**src/rtl/operand_skid_reg_pkg.sv**
```systemverilog
// Shared datapath definitions for the operand stage: word/tag widths,
// selector source encodings and the skid-buffer state encoding.
package operand_skid_reg_pkg;

  localparam int WORD_W = 16;
  localparam int SRC_W  = 1;

  localparam logic [SRC_W-1:0] SRC_A = 1'b0;
  localparam logic [SRC_W-1:0] SRC_B = 1'b1;

  typedef enum logic [1:0] {
    EMPTY = 2'd0,
    ONE   = 2'd1,
    FULL  = 2'd2
  } state_e;

  // Occupancy implied by a buffer state; the unused encoding maps to empty.
  function automatic logic [1:0] state_count(input state_e s);
    logic [1:0] cnt;
    case (s)
      EMPTY:   cnt = 2'd0;
      ONE:     cnt = 2'd1;
      FULL:    cnt = 2'd2;
      default: cnt = 2'd0;
    endcase
    return cnt;
  endfunction

endpackage

```
**src/rtl/operand_flags.sv**
```systemverilog
// Zero / negative detection on a datapath word; shared with the accumulator stage.
module operand_flags #(
  parameter int WIDTH = 16
) (
  input  logic [WIDTH-1:0] data,
  output logic             zero,
  output logic             neg
);

  assign zero = (data == {WIDTH{1'b0}});
  assign neg  = data[WIDTH-1];

endmodule

```
**src/rtl/operand_skid_reg_checker.sv**
```systemverilog
// Structural invariants of the operand skid buffer, kept out of the datapath.
module operand_skid_reg_checker (
  input logic       clk,
  input logic       rst_n,
  input logic       out_valid,
  input logic       skid_valid,
  input logic       in_ready,
  input logic [1:0] count
);

  count_matches_occupancy: assert property (
    @(posedge clk) disable iff (!rst_n)
    count == ({1'b0, out_valid} + {1'b0, skid_valid})
  ) else $error("count does not match head/skid occupancy");

  ready_matches_count: assert property (
    @(posedge clk) disable iff (!rst_n)
    in_ready == (count != 2'd2)
  ) else $error("in_ready disagrees with occupancy");

endmodule

```
**src/rtl/operand_skid_reg.sv**
```systemverilog
// Registered operand stage behind the operand selector: 2-entry skid buffer
// with valid/ready on both sides and registered zero/negative flags.
module operand_skid_reg
  import operand_skid_reg_pkg::*;
#(
  parameter int WIDTH = WORD_W,
  parameter int SRC_W = operand_skid_reg_pkg::SRC_W
) (
  input  logic             CLK,
  input  logic             Reset_n,
  input  logic             Flush,
  input  logic             In_Valid,
  output logic             In_Ready,
  input  logic [WIDTH-1:0] In_Data,
  input  logic [SRC_W-1:0] In_Src,
  output logic             Out_Valid,
  input  logic             Out_Ready,
  output logic [WIDTH-1:0] Out_Data,
  output logic [SRC_W-1:0] Out_Src,
  output logic             Out_Zero,
  output logic             Out_Neg,
  output logic [1:0]       Count
);

  state_e           state_r;
  state_e           state_nxt_s;
  logic [WIDTH-1:0] head_data_r;
  logic [WIDTH-1:0] head_data_nxt_s;
  logic [SRC_W-1:0] head_src_r;
  logic [SRC_W-1:0] head_src_nxt_s;
  logic [WIDTH-1:0] skid_data_r;
  logic [WIDTH-1:0] skid_data_nxt_s;
  logic [SRC_W-1:0] skid_src_r;
  logic [SRC_W-1:0] skid_src_nxt_s;
  logic             out_valid_r;
  logic             in_ready_r;
  logic             zero_r;
  logic             neg_r;
  logic [1:0]       count_r;
  logic             push_s;
  logic             pop_s;
  logic             valid_nxt_s;
  logic             flag_zero_s;
  logic             flag_neg_s;

  assign push_s = In_Valid & in_ready_r;
  assign pop_s  = out_valid_r & Out_Ready;

  // Next buffer contents and state; Flush overrides any push/pop.
  always_comb begin
    state_nxt_s     = state_r;
    head_data_nxt_s = head_data_r;
    head_src_nxt_s  = head_src_r;
    skid_data_nxt_s = skid_data_r;
    skid_src_nxt_s  = skid_src_r;
    if (Flush) begin
      state_nxt_s = EMPTY;
    end else begin
      case (state_r)
        EMPTY: begin
          if (push_s) begin
            head_data_nxt_s = In_Data;
            head_src_nxt_s  = In_Src;
            state_nxt_s     = ONE;
          end else begin
            state_nxt_s = EMPTY;
          end
        end
        ONE: begin
          if (push_s && pop_s) begin
            head_data_nxt_s = In_Data;
            head_src_nxt_s  = In_Src;
            state_nxt_s     = ONE;
          end else if (push_s) begin
            skid_data_nxt_s = In_Data;
            skid_src_nxt_s  = In_Src;
            state_nxt_s     = FULL;
          end else if (pop_s) begin
            state_nxt_s = EMPTY;
          end else begin
            state_nxt_s = ONE;
          end
        end
        FULL: begin
          // In_Ready is low here, so only a pop can move the buffer.
          if (pop_s) begin
            head_data_nxt_s = skid_data_r;
            head_src_nxt_s  = skid_src_r;
            state_nxt_s     = ONE;
          end else begin
            state_nxt_s = FULL;
          end
        end
        default: begin
          state_nxt_s = EMPTY;
        end
      endcase
    end
  end

  assign valid_nxt_s = (state_nxt_s != EMPTY);

  operand_flags #(
    .WIDTH (WIDTH)
  ) u_flags (
    .data (head_data_nxt_s),
    .zero (flag_zero_s),
    .neg  (flag_neg_s)
  );

  // State, storage and all handshake/flag outputs registered together.
  always_ff @(posedge CLK) begin
    if (!Reset_n) begin
      state_r     <= EMPTY;
      head_data_r <= {WIDTH{1'b0}};
      head_src_r  <= {SRC_W{1'b0}};
      skid_data_r <= {WIDTH{1'b0}};
      skid_src_r  <= {SRC_W{1'b0}};
      out_valid_r <= 1'b0;
      in_ready_r  <= 1'b1;
      zero_r      <= 1'b0;
      neg_r       <= 1'b0;
      count_r     <= 2'd0;
    end else begin
      state_r     <= state_nxt_s;
      head_data_r <= head_data_nxt_s;
      head_src_r  <= head_src_nxt_s;
      skid_data_r <= skid_data_nxt_s;
      skid_src_r  <= skid_src_nxt_s;
      out_valid_r <= valid_nxt_s;
      in_ready_r  <= (state_nxt_s != FULL);
      zero_r      <= flag_zero_s & valid_nxt_s;
      neg_r       <= flag_neg_s & valid_nxt_s;
      count_r     <= state_count(state_nxt_s);
    end
  end

  assign In_Ready  = in_ready_r;
  assign Out_Valid = out_valid_r;
  assign Out_Data  = head_data_r;
  assign Out_Src   = head_src_r;
  assign Out_Zero  = zero_r;
  assign Out_Neg   = neg_r;
  assign Count     = count_r;

  operand_skid_reg_checker u_checker (
    .clk        (CLK),
    .rst_n      (Reset_n),
    .out_valid  (out_valid_r),
    .skid_valid (state_r == FULL),
    .in_ready   (in_ready_r),
    .count      (count_r)
  );

endmodule
```
**config.mk**
```make
export PLATFORM = sky130hd
export DESIGN_NAME = operand_skid_reg
export DESIGN_NICKNAME = d
export VERILOG_FILES = /design/src/rtl/operand_skid_reg_pkg.sv /design/src/rtl/operand_flags.sv /design/src/rtl/operand_skid_reg_checker.sv /design/src/rtl/operand_skid_reg.sv
export SDC_FILE = /design/constraint.sdc
export NUM_CORES = 1
export LEC_CHECK = 0
export ABC_CLOCK_PERIOD_IN_PS = 2350
export BUFFER_PORTS_ARGS = -buffer_cell sky130_fd_sc_hd__buf_2
export CAP_MARGIN = 25
export CORE_ASPECT_RATIO = 0.8
export CORE_MARGIN = 2
export CORE_UTILIZATION = 55
export CTS_BUF_LIST = sky130_fd_sc_hd__clkbuf_8
export DETAILED_ROUTE_END_ITERATION = 8
export PLACE_DENSITY = 0.83
export SLEW_MARGIN = 25
export SYNTH_ARGS = -nofsm -noshare
export SYNTH_HDL_FRONTEND = slang
export SYNTH_SLANG_ARGS = --single-unit
```
**constraint.sdc**
```tcl
create_clock -name CLK -period 2.35 [get_ports CLK]
set_input_delay 0.1175 -clock CLK [delete_from_list [all_inputs] [get_ports CLK]]
set_output_delay 0.1175 -clock CLK [all_outputs]
set_load 0.01 [all_outputs]
```
; Word level (Yosys, flattened, before mapping)
; Cells that the tools add are included.
[word_totals]
ff_bits = 42
in_bits = 22
output_inout_bits = 23
[op_classes]
n_eq_ne = 8
muxes = 17
n_bitwise = 6
n_reduce_logical = 7
[ops]
columns = op, n
row1 = 16-bit 2-to-1 mux, 4
row2 = 16-bit case mux with 3 select lines, 1
row3 = 16-bit logical NOT, 1
row4 = 2-bit 2-to-1 mux, 4
row5 = "2-bit != test, second input constant", 4
row6 = 2-bit case mux with 3 select lines, 1
row7 = 1-bit 2-to-1 mux, 5
row8 = 5-bit AND reduction, 1
row9 = 1-bit bitwise AND, 4
row10 = "2-bit by 1-bit equality test with 1-bit output, second input constant", 2
row11 = "2-bit equality test, second input constant", 2
row12 = 2-bit case mux with 2 select lines, 1
row13 = 4-bit AND reduction, 1
row14 = 1-bit case mux with 3 select lines, 1
row15 = 3-bit nonzero test, 1
row16 = 2-bit logical NOT, 1
row17 = 1-bit NOT, 2
row18 = 2-bit nonzero test, 1
row19 = 1-bit logical AND, 1

; Longest topological paths before layout
; Gate-level depths: netlist (run 1).
[logic_depth]
word_depth = 8
ltp_mapped = 9

; Modules after synthesis
; From an unflattened synthesis (run 1), not the netlist that was laid out.
[unflattened]
hier_cells = 208
hier_area_um2 = 2025.7
[by_module_without_submodules]
columns = module, n_inst, cells_each, area_per_inst_um2, seq_area_each_um2
row1 = operand_skid_reg, 1, 202, 1984.4, 840.8
row2 = operand_flags, 1, 6, 41.3, 0.0

; Worst setup path after synthesis (run 1)
; Ideal clock, no wire load.
[synth_timing]
kind = reg-to-reg
from = reg out_valid_r (netlist: Out_Valid)
to = reg head_data_r[0] (netlist: Out_Data[0])
setup_ns = 0.125
arrival_ns = 1.654
required_ns = 2.225
slack_ns = 0.570
path_stages_with_launch = 10
n_path_buf = 2
cell_sequence = dfxtp_1 nand2_1 inv_1 ha_1 nand3b_1 a31o_1 buf_6 buf_6 a222oi_1 nor2b_1
[synth_between]
elab_chain_cells = 5
[synth_rtl]
columns = item, line
row1 = start: declaration, operand_skid_reg.sv:35  ; logic out_valid_r;
row2 = start signal: assignment, operand_skid_reg.sv:130  ; out_valid_r <= valid_nxt_s;
row3 = 1-bit bitwise AND (*), operand_skid_reg.sv:47  ; assign pop_s = out_valid_r & Out_Ready;
row4 = 1-bit logical AND, operand_skid_reg.sv:70  ; if (push_s && pop_s) begin
row5 = 16-bit 2-to-1 mux, operand_skid_reg.sv:70
row6 = 16-bit case mux with 3 select lines (*), operand_skid_reg.sv:59  ; case (state_r)
row7 = 16-bit 2-to-1 mux (*), operand_skid_reg.sv:56  ; if (Flush) begin
row8 = end signal: assignment, operand_skid_reg.sv:115  ; head_data_r <= {WIDTH{1'b0}};
row9 = end signal: assignment, operand_skid_reg.sv:126  ; head_data_r <= head_data_nxt_s;
row10 = end: declaration, operand_skid_reg.sv:27  ; logic [WIDTH-1:0] head_data_r;
; Every way passes the cells marked *; elsewhere a longest branch is shown, timed or not.
; A chain may end at the register's enable or synchronous reset.

; Worst setup path in the final report (run 1)
[layout_timing]
from = reg out_valid_r (netlist: Out_Valid)
to = reg neg_r (netlist: Out_Neg)
[layout_between]
elab_chain_cells = 8
[layout_rtl]
columns = item, line
row1 = 1-bit bitwise AND (*), operand_skid_reg.sv:47
row2 = 1-bit 2-to-1 mux, operand_skid_reg.sv:78  ; end else if (pop_s) begin
row3 = 2-bit 2-to-1 mux, operand_skid_reg.sv:74  ; end else if (push_s) begin
row4 = 2-bit 2-to-1 mux, operand_skid_reg.sv:70
row5 = 2-bit case mux with 3 select lines, operand_skid_reg.sv:59
row6 = 2-bit 2-to-1 mux, operand_skid_reg.sv:56
row7 = 2-bit nonzero test, operand_skid_reg.sv:101  ; assign valid_nxt_s = (state_nxt_s != EMPTY);
row8 = 1-bit bitwise AND (*), operand_skid_reg.sv:133  ; neg_r <= flag_neg_s & valid_nxt_s;
row9 = end signal: assignment, operand_skid_reg.sv:133
row10 = end: declaration, operand_skid_reg.sv:38  ; logic neg_r;
; Marks and branches as above.

==> impl_summary.txt, run 1 <==
----------------------------------------------------
[Status]
  Result of the run ... complete, no violations

[Clock network]
  Number of buffers created by CTS ... 5
  Bufs on Longest Clock Path ... 2
  Root Buffer ... sky130_fd_sc_hd__clkbuf_8
  Number of gates given a new drive strength after cts ... 0
  Total number of H-tree levels ... 2
  Clock-pin slew on the worst setup and hold paths ... 0.07 ns
  Later-pin clock latency in the skew report ... 0.30 ns
  Hold_buf cts ... 0
  TritonCTS clock tree ... built
  Post-CTS setup buffer count ... 0
  Number of sinks on the clock net ... 42

[Global routing]
  Number of antenna violations at the first check in global routing ... 0
  Pin count of the biggest net entering global routing ... 36
  Vias in the first global route ... around 1,500
  Combined global-route utilization of all metal layers ... 24.1%
  Gr ovfl total ... 0
  First-pass GRT wire length ... around 7 mm

[Power and ir drop]
  Worst-case vdd ir drop ... around 430 uV
  Post-layout power ... 1.49 mW
  Cell area power density ... 683 mW/mm2
  Leakage power summed over all cells ... approximately 0.9 nW

[Timing]
  Worst Max-Slew Pin Slew ... between 0.6 and 0.7 ns
  Final setup vio count ... 0
  Final critical path time including I/O delays and setup ... 2.09 ns
  Setup repair after global routing missed its margin ... no
  Fin. Hold Viols ... 0
  Highest Clock Rate ... between 400 and 500 MHz
  Final worst clock skew ... 0.00523 ns
  Worst Slack Setup Final ... between 0.2 and 0.3 ns
  Accumulated negative setup slack ... 0 ns
  Max-Slew Margin vs Limit ... 54.4%
  Share of the clock period used by the worst path after layout ... between 80% and 90%
  Final count of pins violating max slew ... 0

[Worst setup path]
  Critical Path End Type ... flop
  Required time reported for the critical path endpoint ... around 2.5 ns
  CP Cell Sequence ... nand2_1 -> inv_1 -> ha_1 -> nand3b_1 -> a31o_1 -> a222oi_1 -> nor2_1
  Bufs and invs on worst path ... 1
  Dominant delay contributor by cell family on the critical path ... compound AO/OA/AOI/OAI gates
  Critical path class ... reg -> reg
  Stage delay of the slowest cell on the critical path ... roughly 0.50 ns
  Crit path arrival time ... ~2.3 ns
  Crit start category ... flop
  Crit-path max FO ... 18
  Slowest library cell on the worst path ... sky130_fd_sc_hd__a222oi_1

[Die]
  Height of the die ... approximately 56 um
  Starting density of the core ... roughly three fifths
  Floorplan die width ... around 69 um
  Overall die area ... 0.00385 mm2
  Site Rows ... 18
  Count of pins on the block boundary ... between 40 and 50
  Placeable core region ... approximately 0.0032 mm2

[Drt]
  Detailed-router iteration count before antenna repair ... 8
  Vias ... 1,567
  Average wire per cell in the routed design ... between 15 and 20 um
  Number of DRC markers in iteration 0 ... between 100 and 150
  DRT antenna net count ... 0
  Wirelength, routed ... 4.36 mm
  Via density ... roughly 6.0
  Drc violations ... 0

[Yosys]
  Leading post-synthesis cells by cell area ... sky130_fd_sc_hd__dfxtp_1 (45%), sky130_fd_sc_hd__nor2b_1 (12%), sky130_fd_sc_hd__mux2i_1 (9.7%)
  Synth Flop Type ... sky130_fd_sc_hd__dfxtp_1
  Number of synthesized flops with an enable pin ... 0
  Number of synthesized register bits ... 42
  Cell area after synthesis ... around 0.0019 mm2
  Net Count, Synth ... 201
  Synth async-reset ratio ... 0%
  Sequential-to-total area share from yosys stat ... between 40% and 50%
  Number of unique standard cell types used by synthesis ... 32
  Post-Synthesis Cells ... 177
  Synthesized area per cell ... 10.5 um2
  Warning count from the yosys run ... 0
  Post-synth top area share ... a little under half
  Top cell type by total area after synthesis ... sky130_fd_sc_hd__dfxtp_1

[Cells and area]
  Most frequent cells in the layout ... sky130_fd_sc_hd__buf_2 (44), sky130_fd_sc_hd__dfxtp_1 (42), sky130_fd_sc_hd__nor2b_1 (35)
  Fin util ... between 60% and 70%
  Fill cells ... 246
  Antenna diode instance count ... 0
  Number of nets in the finished design ... 244
  Post-route cell area ... 0.00219 mm2
  Most frequent standard cell in the layout excluding fill and tap cells ... sky130_fd_sc_hd__buf_2
  Share of post-route cells with drive strength above 1 ... roughly 27%
  Layout Area Growth over Synthesis ... 18.0%

[Worst hold path]
  Worst hold path type ... in -> reg

[Flow run]
  Max cap viols ... 0

[Place]
  Pre-CTS setup slack ... 0.322 ns
  Input/output buffers ... 44
  Routability cong. ... a little under 0.8
  Area after DPL ... slightly above 0.002 mm2
  Half-perimeter wire length of the detailed placement result ... slightly above 3 mm

----------------------------------------------------
-- routing by layer --
layer  share of wire, %  global-route usage, %  wire, um  vias up
met1                 46                   32.9      1990      747
met2                 46                   35.0      1990       68
li1                   -                      -         -      742
met3                6.6                   5.26       286       10
met4                2.0                   12.9        89        0
met5                  0                      0         0        -
-- synth_stat cells (2+ instances only) --
library cell,number
sky130_fd_sc_hd__mux2i_1,18
sky130_fd_sc_hd__clkbuf_1,4
sky130_fd_sc_hd__nand2_1,4
sky130_fd_sc_hd__nand2b_1,3
sky130_fd_sc_hd__ha_1,2
sky130_fd_sc_hd__a21oi_1,3
sky130_fd_sc_hd__nand3b_1,2
sky130_fd_sc_hd__nand4_1,3
sky130_fd_sc_hd__inv_1,4
sky130_fd_sc_hd__nor4_1,11
sky130_fd_sc_hd__nor2b_1,35
sky130_fd_sc_hd__dfxtp_1,42
sky130_fd_sc_hd__o21a_1,2
sky130_fd_sc_hd__buf_2,2
sky130_fd_sc_hd__nor2_1,7
sky130_fd_sc_hd__buf_6,4
sky130_fd_sc_hd__a222oi_1,16
-- worst register-to-register path, cell delays in order (launching register included) --
cell and delay [ns]:
sky130_fd_sc_hd__dfxtp_1 0.41, sky130_fd_sc_hd__nand2_1 0.13, sky130_fd_sc_hd__inv_1 0.09, sky130_fd_sc_hd__ha_1 0.20
sky130_fd_sc_hd__nand3b_1 0.10, sky130_fd_sc_hd__a31o_1 0.46, sky130_fd_sc_hd__a222oi_1 0.50, sky130_fd_sc_hd__nor2_1 0.08
-- logic make-up (layout without fill, tap and decap cells) --
group                    count (synthesis)  in the layout  share of synthesized area, %
AND/OR/NAND/NOR                         71             71                          24.0
multiplexers                            19             19                          10.3
buffers and inverters                   15             58                          5.00
flip-flops                              42             42                          45.4
adder cells (fa/ha/maj)                  2              2                          1.35
AO/OA/AOI/OAI                           28             28                          13.9
-- layout make-up --
cell class / count / area (um2) / area share, %
clock buffers: 6 / 82.6 / 3.78
flip-flops and latches: 42 / 841 / 38.5
well taps: 40 / 50.0 / 2.29
multi-input cells: 120 / 925 / 42.3
clock inverters: 1 / 30.0 / 1.37
inverters: 4 / 15.0 / 0.687
repair buffers: 47 / 243 / 11.1
-- flip-flops by register name, indices dropped and copies added, names as in the netlist --
| signal | count |
|---|---|
| Out_Valid | 1 |
| Out_Data | 16 |
| Count | 2 |
| In_Ready | 1 |
| skid_src_r | 1 |
| Out_Src | 1 |
| Out_Neg | 1 |
| skid_data_r | 16 |
| state_r | 2 |
| Out_Zero | 1 |
-- power breakdown --
group / switching (mW) / internal [mW]
logic: 0.0897 / 0.0798
clock network: 0.232 / 0.340
registers: 0.0191 / 0.733
-- final timing paths --
check	start	to	slack, ns	depth (start not counted)
max	Out_Valid	Out_Neg	0.26	7
min	In_Src	skid_src_r	0.11	3
max reg2reg	Out_Valid	Out_Neg	0.26	7
min reg2reg	skid_src_r	skid_src_r	0.54	2
-- through the flow --
step           hold slack, ns  std cells
6_report                0.112        260
5_1_grt                 0.118        260
4_1_cts                 0.116        260
3_5_place_dp            0.417        253
3_3_place_gp            0.388        253
2_1_floorplan           0.246        177
Note: power is estimated with default switching activity, not from simulation.
==> run 2, diff against run 1 <==
--- a/config.mk
+++ b/config.mk
@@ -5,16 +5,16 @@
 export SDC_FILE = /design/constraint.sdc
 export NUM_CORES = 1
 export LEC_CHECK = 0
+export ABC_AREA = 1
 export ABC_CLOCK_PERIOD_IN_PS = 2350
 export BUFFER_PORTS_ARGS = -buffer_cell sky130_fd_sc_hd__buf_2
 export CAP_MARGIN = 25
 export CORE_ASPECT_RATIO = 0.8
 export CORE_MARGIN = 2
-export CORE_UTILIZATION = 55
-export CTS_BUF_LIST = sky130_fd_sc_hd__clkbuf_8
+export CORE_UTILIZATION = 54
+export CTS_BUF_LIST = sky130_fd_sc_hd__clkbuf_8 sky130_fd_sc_hd__clkbuf_16
 export DETAILED_ROUTE_END_ITERATION = 8
-export PLACE_DENSITY = 0.83
-export SLEW_MARGIN = 25
+export PLACE_DENSITY = 0.8
 export SYNTH_ARGS = -nofsm -noshare
 export SYNTH_HDL_FRONTEND = slang
 export SYNTH_SLANG_ARGS = --single-unit
==> run 2 against run 1 <==
  * Global-route usage is 1.6 points higher
  * Flip-flop and latch count is the same
  * Area after synthesis increased by 17%
  * Wire length grew 23%
  * Sequential share of layout area shrank 5.1 points
  * Non-clock buffer count rose by 2
  * Worst hold slack lost 0.018 ns
  * Worst setup slack improved by 0.044 ns
  * Clock skew rose by 0.0012 ns
  * Via count rose by 34%
  * Synthesized cell count grew 85%
  * Sequential power about the same
==> impl_summary.txt, run 2 <==
----------------------------------------------------
[Timing]
  Fin. Hold Viols ... 0
  Highest Clock Rate ... slightly below 500 MHz
  Setup repair after global routing missed its margin ... no
  Accumulated negative setup slack ... 0 ns
  Share of the clock period used by the worst path after layout ... between 80% and 90%
  Worst Max-Slew Pin Slew ... about 0.50 ns
  Max-Slew Margin vs Limit ... 66.7%
  Final count of pins violating max slew ... 0
  Final critical path time including I/O delays and setup ... between 2 and 2.5 ns
  Final worst clock skew ... roughly 0.0064 ns
  Final setup vio count ... 0
  Worst Slack Setup Final ... ~0.3 ns

[Drt]
  Vias ... about 2,100
  Via density ... approximately 4.9
  Drc violations ... 0
  Average wire per cell in the routed design ... ~13 um
  Wirelength, routed ... between 5 and 6 mm
  DRT antenna net count ... 0
  Detailed-router iteration count before antenna repair ... 5
  Number of DRC markers in iteration 0 ... 275

[Clock network]
  Root Buffer ... sky130_fd_sc_hd__clkbuf_8
  Number of buffers created by CTS ... 5
  Number of sinks on the clock net ... 42
  TritonCTS clock tree ... built
  Later-pin clock latency in the skew report ... 0.29 ns
  Total number of H-tree levels ... 2
  Clock-pin slew on the worst setup and hold paths ... approximately 0.080 ns
  Post-CTS setup buffer count ... 0
  Hold_buf cts ... 0
  Bufs on Longest Clock Path ... 2

[Place]
  Half-perimeter wire length of the detailed placement result ... approximately 4 mm
  Routability cong. ... between 0.9 and 1
  Pre-CTS setup slack ... 0.298 ns
  Input/output buffers ... 44
  Area after DPL ... between 0.002 and 0.0025 mm2

[Flow run]
  Max cap viols ... 0

[Die]
  Count of pins on the block boundary ... 45
  Placeable core region ... between 0.003 and 0.004 mm2
  Starting density of the core ... between 50% and 60%
  Floorplan die width ... around 75 um
  Site Rows ... 20
  Height of the die ... around 61 um
  Overall die area ... roughly 0.0045 mm2

[Yosys]
  Post-Synthesis Cells ... 328
  Synth async-reset ratio ... 0%
  Cell area after synthesis ... ~0.0022 mm2
  Post-synth top area share ... between 30% and 40%
  Number of unique standard cell types used by synthesis ... 27
  Number of synthesized flops with an enable pin ... 0
  Net Count, Synth ... ~350
  Top cell type by total area after synthesis ... sky130_fd_sc_hd__dfxtp_1
  Most frequent cells after synthesis ... sky130_fd_sc_hd__nand2_1 (94), sky130_fd_sc_hd__dfxtp_1 (42), sky130_fd_sc_hd__inv_1 (38)
  Most common cell in the synthesized netlist ... sky130_fd_sc_hd__nand2_1
  Leading post-synthesis cells by cell area ... sky130_fd_sc_hd__dfxtp_1 (39%), sky130_fd_sc_hd__nand2_1 (16%), sky130_fd_sc_hd__inv_1 (6.6%)
  Sequential-to-total area share from yosys stat ... about two fifths
  Synthesized area per cell ... between 6 and 7 um2
  Synth Flop Type ... sky130_fd_sc_hd__dfxtp_1
  Warning count from the yosys run ... 0
  Number of synthesized register bits ... 42

[Cells and area]
  Share of post-route cells with drive strength above 1 ... 20.5%
  Most frequent cells in the layout ... sky130_fd_sc_hd__nand2_1 (94), sky130_fd_sc_hd__buf_2 (44), sky130_fd_sc_hd__dfxtp_1 (42)
  Number of nets in the finished design ... roughly 400
  Post-route cell area ... ~0.0025 mm2
  Layout Area Growth over Synthesis ... 16.4%
  Fin util ... 65.8%
  Most frequent standard cell in the layout excluding fill and tap cells ... sky130_fd_sc_hd__nand2_1
  Antenna diode instance count ... 0

[Global routing]
  Vias in the first global route ... 1,789
  Number of antenna violations at the first check in global routing ... 0
  Combined global-route utilization of all metal layers ... 25.7%
  Gr ovfl total ... 0
  First-pass GRT wire length ... 8.66 mm
  Pin count of the biggest net entering global routing ... 30

[Worst setup path]
  Critical Path End Type ... flop
  Crit path arrival time ... around 2.3 ns
  Crit start category ... flop
  Critical path class ... reg -> reg
  Required time reported for the critical path endpoint ... 2.57 ns
  Crit-path max FO ... 29
  Slack of the worst reg-to-reg path ... 0.31 ns

[Power and ir drop]
  Leakage power summed over all cells ... around 1.3 nW
  Worst-case vdd ir drop ... about 470 uV
  Post-layout power ... 1.56 mW
  Cell area power density ... between 600 and 700 mW/mm2

[Status]
  Result of the run ... complete, no violations

[Worst hold path]
  Worst hold path type ... in -> reg

----------------------------------------------------
==> run 2: cell types whose count changed in the layout (fill, tap and decap cells not counted), sizes merged, moves of 3 or more <==
| cell | before | now |
|---|---|---|
| a222oi | 16 | 0 |
| nand4 | 3 | 0 |
| nor4 | 11 | 0 |
| nand3 | 0 | 27 |
| nand2 | 4 | 101 |
| a21oi | 3 | 24 |
| nand2b | 3 | 0 |
| nor2 | 8 | 36 |
| mux2i | 18 | 0 |
| o21ai | 1 | 34 |
| inv | 4 | 41 |
| nor2b | 35 | 0 |
==> run 2: through the flow <==
| step | cells | hold WS, ns |
|---|---|---|
| floorplan | 328 | 0.265 |
| global placement | 419 | 0.383 |
| detailed placement | 419 | 0.399 |
| CTS | 426 | 0.0894 |
| global route | 426 | 0.113 |
| finish | 426 | 0.0933 |
==> run 2: final cells by class <==
type / count / area (um2)
tap: 55 / 68.8
multi-input combinational: 230 / 1080
fill: 357 / 1310
clock buffer: 6 / 82.6
sequential: 42 / 841
clock inverter: 1 / 30.0
inverter: 43 / 161
timing repair buffer: 49 / 258
==> run 2: path summary, 6_finish.rpt <==
check	startpoint	end	depth (start not counted)
max reg2reg	In_Ready	skid_data_r[4]	8
min	In_Data[3]	skid_data_r[3]	3
max	In_Ready	skid_data_r[4]	8
min reg2reg	skid_src_r	Out_Src	2
==> run 2: power by group <==
group / switching, mW / internal (mW)
clock network: 0.233 / 0.340
registers: 0.0173 / 0.737
logic: 0.145 / 0.0830
==> run 2: critical path: stages (launching register included) <==
cell and delay (ns):
sky130_fd_sc_hd__dfxtp_1 0.31, sky130_fd_sc_hd__nand2_1 0.10, sky130_fd_sc_hd__clkinv_1 0.10, sky130_fd_sc_hd__ha_1 0.33, sky130_fd_sc_hd__nor2_2 0.23, sky130_fd_sc_hd__nand3_1 0.23
sky130_fd_sc_hd__inv_2 0.40, sky130_fd_sc_hd__o21ai_0 0.14, sky130_fd_sc_hd__a21oi_1 0.13
==> run 2: cells by family after synthesis <==
kind of cell / synth area share, %
compound gates: 15.9
fa+ha+maj: 1.16
buf+inv: 11.3
flops: 38.8
simple gates: 32.8
==> run 2: timing repair <==
action                                 in CTS  in global routing
gates resized for setup                     0                  1
setup endpoints to repair                   0                  1
endpoints found under the hold margin       0                  0
==> run 2: per-layer routing <==
layer / wire [um] / GRT usage [%] / vias to the layer above
li1: - / - / 1124
met1: 2730 / 40.0 / 893
met2: 2050 / 35.3 / 79
met3: 490 / 6.48 / 9
met4: 63 / 6.12 / 0
met5: 0 / 0 / -
